--- src/rtl/calc_key_sequencer.sv ---
// Keypad-to-datapath sequencer for the calculator: edge-detects level key strobes
// and issues single-cycle control pulses for the entry register, operand latch and ALU.
module calc_key_sequencer #(
  parameter int MAX_DIGITS = 4,
  parameter int CNT_W      = 3,
  parameter int OP_W       = 2,
  parameter int CHAIN_EN   = 1
) (
  input  logic            clk,
  input  logic            rst,
  input  logic            rec_num,
  input  logic            rec_op,
  input  logic            rec_eq,
  input  logic            rec_clr,
  input  logic [OP_W-1:0] op_code,
  output logic            shift_digit,
  output logic            clear_entry,
  output logic            guarde_num,
  output logic            lea_result,
  output logic [OP_W-1:0] op_latched,
  output logic            show_result,
  output logic [CNT_W-1:0] digit_count,
  output logic            entry_full,
  output logic [1:0]      state_o
);

  typedef enum logic [1:0] {
    IDLE    = 2'd0,
    ENTRY_A = 2'd1,
    ENTRY_B = 2'd2,
    RESULT  = 2'd3
  } state_t;

  localparam logic [CNT_W-1:0] MAX_C = CNT_W'(MAX_DIGITS);

  state_t          state_q, state_d;
  logic [CNT_W-1:0] cnt_q, cnt_d;
  logic [OP_W-1:0] op_q, op_d;
  logic            show_q, show_d;
  logic            shift_q, shift_d;
  logic            clear_q, clear_d;
  logic            guarde_q, guarde_d;
  logic            lea_q, lea_d;
  logic            p_num_q, p_op_q, p_eq_q, p_clr_q;

  logic ev_num, ev_op, ev_eq, ev_clr;
  logic can_shift;

  assign ev_num    = rec_num & ~p_num_q;
  assign ev_op     = rec_op  & ~p_op_q;
  assign ev_eq     = rec_eq  & ~p_eq_q;
  assign ev_clr    = rec_clr & ~p_clr_q;
  assign can_shift = (cnt_q < MAX_C);

  // Only the highest-priority event (clr > eq > op > num) acts in a given cycle.
  always_comb begin
    state_d  = state_q;
    cnt_d    = cnt_q;
    op_d     = op_q;
    show_d   = show_q;
    shift_d  = 1'b0;
    clear_d  = 1'b0;
    guarde_d = 1'b0;
    lea_d    = 1'b0;

    if (ev_clr) begin
      clear_d = 1'b1;
      cnt_d   = '0;
      op_d    = '0;
      show_d  = 1'b0;
      state_d = IDLE;
    end else if (ev_eq) begin
      if (state_q == ENTRY_B && cnt_q != '0) begin
        lea_d   = 1'b1;
        show_d  = 1'b1;
        state_d = RESULT;
      end
    end else if (ev_op) begin
      case (state_q)
        ENTRY_A: begin
          guarde_d = 1'b1;
          clear_d  = 1'b1;
          op_d     = op_code;
          cnt_d    = '0;
          state_d  = ENTRY_B;
        end
        ENTRY_B: begin
          if (cnt_q == '0) begin
            op_d = op_code;
          end else if (CHAIN_EN != 0) begin
            lea_d   = 1'b1;
            clear_d = 1'b1;
            op_d    = op_code;
            cnt_d   = '0;
          end
        end
        RESULT: begin
          // The accumulator already holds operand A, so no guarde_num here.
          clear_d = 1'b1;
          op_d    = op_code;
          cnt_d   = '0;
          show_d  = 1'b0;
          state_d = ENTRY_B;
        end
        default: ;
      endcase
    end else if (ev_num) begin
      if (state_q == RESULT) begin
        clear_d = 1'b1;
        shift_d = 1'b1;
        cnt_d   = CNT_W'(1);
        show_d  = 1'b0;
        state_d = ENTRY_A;
      end else if (can_shift) begin
        shift_d = 1'b1;
        cnt_d   = cnt_q + 1'b1;
        if (state_q == IDLE) state_d = ENTRY_A;
      end
    end
  end

  // Key levels are captured even in reset so a key held through release gives no event.
  always_ff @(posedge clk) begin
    p_num_q <= rec_num;
    p_op_q  <= rec_op;
    p_eq_q  <= rec_eq;
    p_clr_q <= rec_clr;
    if (rst) begin
      state_q  <= IDLE;
      cnt_q    <= '0;
      op_q     <= '0;
      show_q   <= 1'b0;
      shift_q  <= 1'b0;
      clear_q  <= 1'b0;
      guarde_q <= 1'b0;
      lea_q    <= 1'b0;
    end else begin
      state_q  <= state_d;
      cnt_q    <= cnt_d;
      op_q     <= op_d;
      show_q   <= show_d;
      shift_q  <= shift_d;
      clear_q  <= clear_d;
      guarde_q <= guarde_d;
      lea_q    <= lea_d;
    end
  end

  assign shift_digit = shift_q;
  assign clear_entry = clear_q;
  assign guarde_num  = guarde_q;
  assign lea_result  = lea_q;
  assign op_latched  = op_q;
  assign show_result = show_q;
  assign digit_count = cnt_q;
  assign entry_full  = (cnt_q == MAX_C);
  assign state_o     = state_q;

endmodule

--- config.mk ---
export PLATFORM = sky130hd
export DESIGN_NAME = calc_key_sequencer
export DESIGN_NICKNAME = d
export VERILOG_FILES = /design/src/rtl/calc_key_sequencer.sv
export SDC_FILE = /design/constraint.sdc
export NUM_CORES = 1
export LEC_CHECK = 0
export ABC_CLOCK_PERIOD_IN_PS = 1700
export CAP_MARGIN = 30
export CORE_MARGIN = 5
export CORE_UTILIZATION = 41
export DETAILED_ROUTE_END_ITERATION = 6
export PLACE_DENSITY = 0.77
export SETUP_SLACK_MARGIN = 0.3
export SLEW_MARGIN = 20
export SYNTH_ARGS = -nofsm -noshare
export SYNTH_HDL_FRONTEND = slang
export SYNTH_SLANG_ARGS = --single-unit
--- constraint.sdc ---
create_clock -name clk -period 1.7 [get_ports clk]
set_clock_uncertainty 0.05 [all_clocks]
set_input_delay 0.34 -clock clk [delete_from_list [all_inputs] [get_ports clk]]
set_output_delay 0.34 -clock clk [all_outputs]
set_load 0.03 [all_outputs]
; ---- Yosys cells after proc, flatten, opt, wreduce, memory -nomap -nowiden
; Cells that the tools add are included.
[op_classes]
n_addsub = 1
bitwise_logic = 11
n_eq_ne = 8
magnitude_cmp = 1
n_reduce_logical = 18
n_mux = 33
[ops]
columns = operator, count
row1 = $mux W1, 18
row2 = $mux W2, 8
row3 = $mux W3, 5
row4 = $reduce_and A5 Y1, 2
row5 = $reduce_bool A3 Y1, 3
row6 = $reduce_bool A4 Y1, 2
row7 = $not A1 Y1, 7
row8 = $ne A3 B2 Y1 const B, 2
row9 = $pmux W3 S2, 1
row10 = $reduce_or A5 Y1, 1
row11 = $and A1 B1 Y1, 4
row12 = $eq A2 B2 Y1 const B, 2
row13 = $reduce_or A2 Y1, 2
row14 = $reduce_or A4 Y1, 1
row15 = $add A3 B1 Y3 const B, 1
row16 = $eq A3 B3 Y1 const B, 1
row17 = $logic_not A3 Y1, 1
row18 = $lt A3 B3 Y1 const B, 1
row19 = $ne A3 B3 Y1 const B, 1
row20 = $reduce_and A3 Y1, 1
row21 = $reduce_or A3 Y1, 1
row22 = $eq A2 B1 Y1 const B, 1
row23 = $logic_not A2 Y1, 1
row24 = $ne A2 B1 Y1 const B, 1
row25 = other kinds (4), 4
[totals]
elab_cells = 84
ff_bits = 16

; ---- Depth between registers and ports, before layout
[logic_depth]
ltp_word = 7
depth_mapped = 6
depth_no_buf = 6

; ---- Worst setup path before layout
; OpenSTA, ideal clock, no wires.
[synth_timing]
path_kind = flip-flop to flip-flop
from = register state_q[0], in the netlist state_o[0]
to = register cnt_q[0], in the netlist digit_count[0]
n_path_buf = 0
arrival_ns = 1.765
required_ns = 1.563
setup_slack_ns = -0.202
stages_incl_launch_ff = 7
cell_sequence = dfxtp_1 -> inv_1 -> ha_1 -> o21bai_2 -> o211a_1 -> or3_4 -> o31ai_1
[synth_between]
elab_chain_len = 4
elab_cells_between_ends = 12
classes_between = 5 x eq/ne / 4 x mux / 3 x reduce/logical
[synth_lines]
columns = item, line
row1 = from (decl), 36  ; state_t state_q, state_d;
row2 = from (signal assigned), 138  ; state_q <= state_d;
row3 = $eq A2 B2 Y1 / $eq A2 B1 Y1 (equally long branches), "79, 108"
row4 = $reduce_or A2 Y1 (no line) / $mux W3 (equally long branches), --
row5 = $ne A3 B2 Y1 (no line) (tied with other cells), --
row6 = $reduce_and A5 Y1 (no line) / $mux W3 (equally long branches), --
row7 = to (signal assigned), 139  ; cnt_q <= cnt_d;
row8 = to (decl), 37  ; logic [CNT_W-1:0] cnt_q, cnt_d;
; Several ways; a longest one is shown, not always the timed one. The select of a mux whose other input is x is not followed.
; A chain may end at the register's enable or synchronous reset.

; ---- Final worst setup path
; Ends and elaborated chain as after synthesis.

==> flow_summary_export.csv <==
group,metric,value,unit
clock_tree,cts_tree,"built",
synth,synth_nets,95,
global_routing,grt_pass1_wl,3460,µm
run_status,status,"completed",
run,max_cap_viol_count,0,
synth,synth_edf_count,0,
synth,yosysUniqueCellTypes,31,
worst_setup_path,critical-path-top-delay-family,"compound AO/OA/AOI/OAI gates",
layout,utilization,70.7,%
worst_setup_path,path_cells,"inv_4 -> ha_4 -> o21bai_2 -> o211a_1 -> or3_4 -> o31ai_2",
routing,drc,0,
synth,ys.flop_type,"dfxtp_1",
synth,synth.area.top_cells,"dfxtp_1, ha_1, o31ai_1",
timing,setup_viol,0,
clock_tree,cts-root-buf,"clkbuf_4",
layout,fin_cells,142,
timing,fmax,622,MHz
die,die_h,53.3,µm
pwr,p_leak,0.522,nW
die,start_util,44.0,%
timing,final_hold_viol_count,0,
worst_setup_path,crit_arrival,1.77,ns
min_path,hold_class,"reg -> reg",
layout,multi_input_area,541,µm²
global_routing,overflow,0,
die,dieArea,2840,µm²
placement,io_buffers,20,
layout,nets,132,
worst_setup_path,slowest_delay,0.40,ns
routing,antenna_left,0,
die,die_w,53.3,µm
worst_setup_path,cp-end-kind,"flip-flop",
routing,num_vias,751,
timing,worst_hold_slack,0.444,ns
clock_tree,clkLatencyLatePin,0.30,ns
synth,yosysMostFrequentCell,"dfxtp_1",
synth,synth_common_cells,"dfxtp_1, ha_1, nor2_1",
placement,placed_cells_incl_taps,133,
clock_tree,clock-sinks,16,
pwr,cellPowerDensity,658,nW/µm²
die,ios,21,
synth,synth_top_area_cell,"dfxtp_1",
placement,gp_congestion,0.931,
timing,period_minus_slack,1.61,ns
placement,dp_hpwl,1390,µm
timing,finalCritPeriodShare,94.6,%
global_routing,antenna_found_initial,0,
clock_tree,clk_path_buf_depth,2,
worst_setup_path,r2r_slack,0.09,ns
layout,diodes,0,
worst_setup_path,cp_slowest_cell,"or3_4",
timing,worst_pin_slew,0.314,ns
synth,syn_inst,81,
synth,synth_top_area_share,41.7,%
timing,rsz0062_at_grt,"true",
synth,ys_warn_count,0,
timing,maxSlewViolCount,0,
layout,seqCellArea,337,µm²
layout,fill_cells,137,
clock_tree,cts.reportedPaths.clkPinSlew,0.09,ns
layout,areaGrowthSynthToFinish,60.6,%
worst_setup_path,path_max_fanout,3,
global_routing,grt_max_degree,10,
worst_setup_path,start_kind,"flip-flop",
global_routing,first_global_vias,817,
timing,maxSlewHeadroom,78.7,%
routing,first_iter_violations,22,
worst_setup_path,critPathKind,"reg -> reg",
die,coreArea,1750,µm²
routing,wl,2020,µm
synth,synth_seq_cells,16,
synth,synth_area,768,µm²
routing,wl_per_cell,14.3,µm
synth,ys_seq_area_share,41.7,%
clock_tree,cts_made_buffers,3,
global_routing,grt_usage,17.2,%
pwr,max-vdd-ir-drop,579,µV
routing,drtPass1Iterations,4,
synth,synthArstFlopShare,0,%
worst_setup_path,path_buf_inv,1,
routing,routed_via_density,5.29,
layout,drive_above_1_share,50.4,%
die,rows,15,
worst_setup_path,required,1.87,ns
synth,synth.avg_cell_area,9.48,µm²
clock_tree,cts_max_level,1,
==> cell families (layout without fill, tap and decap cells) <==
| logic type | count (synthesis) | in the layout | share of synthesized area [%] |
|---|---|---|---|
| multiplexers | 3 | 3 | 3.91 |
| adder cells (fa/ha/maj) | 6 | 6 | 9.77 |
| buffers and inverters | 7 | 43 | 4.40 |
| AO/OA/AOI/OAI | 20 | 20 | 18.9 |
| AND/OR/NAND/NOR | 29 | 29 | 21.3 |
| flip-flops | 16 | 16 | 41.7 |
==> cells in the final DEF (no fill, tap or decap), types with 2 or more instances in the layout <==
cell type	count
a21oi_1	2
and3_1	2
buf_2	3
buf_4	13
buf_6	3
clkbuf_2	6
clkbuf_4	3
clkdlybuf4s50_1	7
dfxtp_1	11
dfxtp_4	4
ha_1	2
ha_4	4
inv_2	3
mux2i_1	3
nand2_1	4
nor2_1	6
nor2b_4	3
o21ai_0	2
o311ai_1	2
o31ai_1	3
==> sequential cells by signal, summed over array words and instances, names as in the netlist <==
register / flops
p_eq_q: 1
op_latched: 2
p_clr_q: 1
p_num_q: 1
lea_result: 1
p_op_q: 1
digit_count: 3
shift_digit: 1
clear_entry: 1
guarde_num: 1
state_o: 2
show_result: 1
==> per-layer routing <==
layer	vias to the layer above	global-route usage, %	wire length, µm
li1	363	-	-
met1	353	19.7	830
met2	31	26.5	1010
met3	4	6.20	151
met4	0	11.1	32
met5	-	0	0
==> per-stage QoR <==
stage | TNS [ns] | setup slack, ns | power (mW) | area [µm²]
6_report | 0 | 0.0923 | 0.812 | 1230
5_1_grt | 0 | 0.0133 | 0.862 | 1230
4_1_cts | 0 | 0.0720 | 0.799 | 1230
3_5_place_dp | -1.32 | -0.221 | 0.529 | 1070
3_3_place_gp | -0.961 | -0.153 | 0.525 | 1070
2_1_floorplan | 0 | 0.0591 | 0.469 | 793
==> final cells by class <==
class                   count  share of cell area (%)
clock buffers               4                    2.94
well taps                  25                    2.54
inverters                   5                    1.72
multi-input cells          58                    43.8
repair buffers             34                    21.7
flip-flops and latches     16                    27.3
==> timing repair <==
| item | in CTS | in global routing |
|---|---|---|
| pin swaps | 6 | 3 |
| hold buffers | 0 | 0 |
| setup endpoints to repair | 22 | 21 |
| hold endpoints to repair | 0 | 0 |
| gates cloned | 0 | 0 |
| buffers inserted | 4 | 1 |
| resized for setup | 43 | 31 |
==> tightest hold or removal path: stages, from the launching register on <==
cell     delay (ns)
dfxtp_1        0.33
nand2_1        0.06
a21oi_1        0.06
==> power breakdown <==
part	internal [mW]	leakage [nW]	switching (mW)	total [mW]
Combinational	0.0797	0.366	0.0824	0.162
Sequential	0.383	0.135	0.00951	0.393
Clock	0.131	0.0210	0.126	0.257
==> worst paths after layout <==
kind                            cells past startpoint             end   startpoint
worst max register to register                      6  digit_count[0]   state_o[0]
worst min register to register                      2     show_result  show_result
worst min-delay path                                2     show_result  show_result
worst max-delay path                                6  digit_count[0]   state_o[0]
(Power assumes the default switching activity.)
